`src/rtl/sram_arb_pkg.sv`:
```
// Shared types and constants for the instruction/data SRAM port arbiter.
package sram_arb_pkg;
  localparam int AWIDTH_DEF = 12;
  localparam int DWIDTH_DEF = 32;

  localparam logic REQ_I = 1'b0;
  localparam logic REQ_D = 1'b1;

  typedef enum logic [1:0] {
    RSP_NONE = 2'd0,
    RSP_I_RD = 2'd1,
    RSP_D_RD = 2'd2,
    RSP_D_WR = 2'd3
  } rsp_owner_t;
endpackage

```
`src/rtl/sram_arb_pick.sv`:
```
// Combinational I/D grant picker; round-robin on the pointer when ARB_RR_EN
// is defined, otherwise fixed priority with D winning.
import sram_arb_pkg::*;

module sram_arb_pick (
  input  logic i_req_i,
  input  logic i_req_d,
  input  logic i_ptr,
  output logic o_gnt_i,
  output logic o_gnt_d
);
`ifdef ARB_RR_EN
  // Pointer only matters on contention; a lone requester always wins.
  assign o_gnt_d = i_req_d & (~i_req_i | (i_ptr == REQ_D));
  assign o_gnt_i = i_req_i & ~o_gnt_d;
`else
  logic w_unused_ptr;
  assign w_unused_ptr = i_ptr;
  assign o_gnt_d = i_req_d;
  assign o_gnt_i = i_req_i & ~i_req_d;
`endif
endmodule

```
`src/rtl/sram_port_arbiter.sv`:
```
// Shares one single-port SRAM between the I-fetch and data ports with a fixed
// 1-cycle response; ARB_RR_EN selects round-robin instead of D-first priority.
import sram_arb_pkg::*;

module sram_port_arbiter #(
  parameter int AWIDTH = AWIDTH_DEF,
  parameter int DWIDTH = DWIDTH_DEF
) (
  input  logic              CLK,
  input  logic              RST,
  input  logic              I_REQ,
  input  logic [AWIDTH-1:0] I_ADDR,
  output logic              I_GNT,
  output logic              I_RVALID,
  output logic [DWIDTH-1:0] I_RDATA,
  input  logic              D_REQ,
  input  logic              D_WE,
  input  logic [DWIDTH/8-1:0] D_BE,
  input  logic [AWIDTH-1:0] D_ADDR,
  input  logic [DWIDTH-1:0] D_WDATA,
  output logic              D_GNT,
  output logic              D_RVALID,
  output logic [DWIDTH-1:0] D_RDATA,
  output logic              M_CSN,
  output logic              M_WEN,
  output logic [AWIDTH-1:0] M_ADDR,
  output logic [DWIDTH/8-1:0] M_BE,
  output logic [DWIDTH-1:0] M_DI,
  input  logic [DWIDTH-1:0] M_DOUT
);
  localparam int BEW = DWIDTH / 8;

  rsp_owner_t r_rsp, w_rsp_nxt;
  logic       r_ptr;
  logic       w_gnt_i, w_gnt_d;

  sram_arb_pick u_pick (
    .i_req_i (I_REQ & ~RST),
    .i_req_d (D_REQ & ~RST),
    .i_ptr   (r_ptr),
    .o_gnt_i (w_gnt_i),
    .o_gnt_d (w_gnt_d)
  );

  assign I_GNT = w_gnt_i;
  assign D_GNT = w_gnt_d;

  always_comb begin
    M_CSN     = 1'b1;
    M_WEN     = 1'b1;
    M_ADDR    = '0;
    M_BE      = '0;
    M_DI      = '0;
    w_rsp_nxt = RSP_NONE;
    if (w_gnt_d) begin
      M_CSN     = 1'b0;
      M_WEN     = ~D_WE;
      M_ADDR    = D_ADDR;
      M_BE      = D_BE;
      M_DI      = D_WDATA;
      w_rsp_nxt = D_WE ? RSP_D_WR : RSP_D_RD;
    end else if (w_gnt_i) begin
      M_CSN     = 1'b0;
      M_ADDR    = I_ADDR;
      M_BE      = {BEW{1'b1}};
      w_rsp_nxt = RSP_I_RD;
    end
  end

  always_ff @(posedge CLK) begin
    if (RST) begin
      r_rsp <= RSP_NONE;
      r_ptr <= REQ_D;
    end else begin
      r_rsp <= w_rsp_nxt;
      if (w_gnt_i | w_gnt_d)
        r_ptr <= w_gnt_d ? REQ_I : REQ_D;
    end
  end

  // Responses are masked while RST is high so an in-flight access is dropped.
  assign I_RVALID = ~RST & (r_rsp == RSP_I_RD);
  assign D_RVALID = ~RST & ((r_rsp == RSP_D_RD) | (r_rsp == RSP_D_WR));
  assign I_RDATA  = I_RVALID ? M_DOUT : '0;
  assign D_RDATA  = (D_RVALID && r_rsp == RSP_D_RD) ? M_DOUT : '0;
endmodule

```
`config.mk`:
```
export PLATFORM = sky130hd
export DESIGN_NAME = sram_port_arbiter
export DESIGN_NICKNAME = d
export VERILOG_FILES = /design/src/rtl/sram_arb_pkg.sv /design/src/rtl/sram_arb_pick.sv /design/src/rtl/sram_port_arbiter.sv
export SDC_FILE = /design/constraint.sdc
export NUM_CORES = 1
export LEC_CHECK = 0
export BUFFER_PORTS_ARGS = -buffer_cell sky130_fd_sc_hd__buf_2
export CAP_MARGIN = 0
export CORE_AREA = 3 3 83 85
export CTS_BUF_LIST = sky130_fd_sc_hd__clkbuf_4 sky130_fd_sc_hd__clkbuf_8
export DETAILED_ROUTE_END_ITERATION = 12
export DIE_AREA = 0 0 86 88
export PLACE_DENSITY = 0.57
export SETUP_SLACK_MARGIN = 0.1
export SYNTH_ARGS = -nofsm -noshare
export SYNTH_HDL_FRONTEND = slang
export SYNTH_SLANG_ARGS = --single-unit
```
`constraint.sdc`:
```
create_clock -name CLK -period 1.26 [get_ports CLK]
set_input_delay 0.252 -clock CLK [delete_from_list [all_inputs] [get_ports CLK]]
set_output_delay 0.252 -clock CLK [all_outputs]
set_load 0.005 [all_outputs]
```
==> summary.txt <==
Setup path
  • Buf+Inv Stages, Crit Path: 3
  • Critical path arrival: 1.31 ns
  • Worst endpoint required time: 1.01 ns
  • Crit path max-delay family: simple AND/OR/NAND/NOR gates
  • Cell chain of the critical path: nor3b_4 > buf_6 > buf_16 > and2_1 > buf_2
  • CP max stage delay: 0.33 ns
  • Crit-path slowest cell: dfxtp_2
  • Crit path max fanout: 16
  • Startpoint types: register
  • Crit. End Element: output port
  • Crit Path Class: reg -> out

Route
  • Routed Antenna Nets: 0
  • Initial DRC count: 39
  • Via count: 1970
  • DRT Wirelength: 6360 um
  • Drt pass-1 iters: 4
  • DR WL/cell: 13.6 um
  • DRC Markers: 0
  • Via/cell ratio: 4.20

Timing
  • Tmin final: 1.56 ns
  • Final hold viol count: 0
  • RSZ-0062 raised after global routing: true
  • Fin. max-slew vios: 0
  • Worst setup margin: -0.297 ns
  • Worst Max-Slew Pin Slew: 0.298 ns
  • Fmax: 642 MHz
  • Post-route setup TNS: -15.71 ns
  • Slew Limit Headroom: 0.801
  • Tcrit/Tclk final: 1.24
  • # setup viols final: 78

Clocking
  • Clk Tree Root Cell: clkbuf_8
  • Worst-case clock buffer depth: 2
  • Clock buffer count from CTS: 3
  • # clock sinks: 2
  • H-tree levels: 1
  • TritonCTS clock tree: yes
  • Clock transition at path regs: 0.03 ns

Pwr
  • VDD IR-drop max: 211 uV
  • Switching power total: 0.339 mW
  • Int Pwr: 0.743 mW
  • Logic pwr share: 0.695
  • Net Sw Frac: 0.313
  • Reg power frac: 0.066
  • Clk pwr share: 0.239
  • PwrDens: 365 nW/um^2
  • Pleak: 1.73 nW

Floorplan
  • Effective utilization at floorplan: 0.161
  • Height of the die: 88 um
  • I/O Pins: 215
  • Placeable Area: 6280 sq um
  • Die width: 86 um
  • Row count: 29
  • Die Footprint: 7570 sq um

Logic synthesis
  • Synth Register Bits: 2
  • Syn Inst Count: 168
  • Yosys cell types: 14
  • Synthesized net count: 265
  • Top_reg_cell synth: dfxtp_1
  • Most frequent cell after synthesis: and2_1
  • EDFF count, synth: 0
  • Synth Warn #: 0
  • Synth cell count leaders: and2_1 (96), nand2_1 (18), a21oi_1 (17), nand3b_1 (12), clkbuf_1 (8)
  • Post-synthesis cell area: 1010 sq um
  • Largest cells by area after synthesis: and2_1 (59%), nand3b_1 (8.9%), a21oi_1 (8.4%), nand2_1 (6.7%), dfxtp_1 (4.0%)
  • Sequential fraction of the synthesis area: 0.0396
  • Top cell type by total area after synthesis: and2_1
  • Synth top area share: 0.593
  • Ys async rst share: 0
  • Mean post-synth cell area: 6.03 sq um

Layout
  • Share of cells above drive strength 1: 0.745
  • Reg with most FFs: r_rsp
  • Area Growth Syn to Fin: 193%
  • Largest register FFs: 2
  • Reg area: 41.3 sq um
  • Top Registers: r_rsp x2
  • Area of the multi-input gates: 1060 sq um
  • Diodes inserted: 0
  • Nets: 491
  • Fill cells: 622

GRT
  • GRT Util Overall: 0.147
  • GR Overflow Total: 0
  • Largest net degree at the start of global routing: 34
  • First-pass GRT wire length: 8860 um
  • Vias in the first global route: 1834
  • Initial antenna violation count: 0

Outcome
  • Failing checks: setup timing
  • Status: complete, but fails checks

Placed design
  • Place WS: -0.179 ns
  • Detailed Place HPWL: 4470 um
  • IO buf count: 214
  • Routability Congestion: 0.841

Worst hold path
  • Hold WC Path Type: in -> reg

Flow run
  • MaxCap Viol Count: 0
[layout by cell type (no fill, tap or decap), types with 3 or more instances in the layout]
cell      instances
buf_6            41
buf_8             3
buf_2           176
a21oi_2           7
buf_12            9
nand2_1          12
clkbuf_8          3
a21oi_1          10
nand3b_1         12
buf_16            5
and2_1           62
nand2_2           4
and2_4           34
[metrics by stage]
step	instances	total power [mW]	utilization	area [sq um]	hold WS, ns
6_report	469	1.08	0.472	2960	0.358
5_1_grt	469	1.15	0.472	2960	0.397
4_1_cts	473	1.07	0.454	2850	0.341
3_5_place_dp	450	0.570	0.352	2210	0.557
3_3_place_gp	450	0.565	0.352	2210	0.551
2_1_floorplan	168	0.254	-	1010	0.324
[timing repair]
item / in CTS / in global routing
endpoints found under the hold margin: 0 / 0
pin swaps: 32 / 19
setup buffers: 11 / 0
gates cloned: 9 / 0
gates resized for setup: 64 / 52
setup endpoints to repair: 117 / 117
hold buffers: 0 / 0
[power groups by stage]
stage	Combinational [mW]	Sequential (mW)	Clock [mW]
after CTS	0.727	0.0712	0.268
after detailed placement	0.499	0.0709	0
after global routing	0.815	0.0715	0.265
final	0.752	0.0713	0.259
after floorplan	0.183	0.0704	0
after global placement	0.494	0.0708	0
[final timing paths]
check                          startpoint             endpoint  slack, ns  cells past startpoint
worst max-delay path  r_rsp[1]$_SDFF_PP0_           D_RDATA[6]      -0.30                      5
worst min-delay path                 D_WE  r_rsp[0]$_SDFF_PP0_       0.36                      3
[cell type report]
cell class / count / share of cell area
tap: 77 / 0.0325
clock buffer: 3 / 0.0139
sequential: 2 / 0.0139
multi-input combinational: 151 / 0.359
timing repair buffer: 236 / 0.580
[per-layer routing]
metal	global-route usage	vias to the layer above	share of wire
li1	-	974	-
met3	0.0188	6	0.11
met5	0	-	0
met1	0.151	857	0.32
met2	0.306	133	0.56
met4	0.0388	0	0.011
[cell families after synthesis]
kind of cell | Yosys count | synth area share
and+or+nand+nor | 133 | 0.805
AOI/OAI and AO/OA | 18 | 0.0915
buffers and inverters | 15 | 0.0643
DFF | 2 | 0.0396
Note: power is estimated with default switching activity, not from simulation.
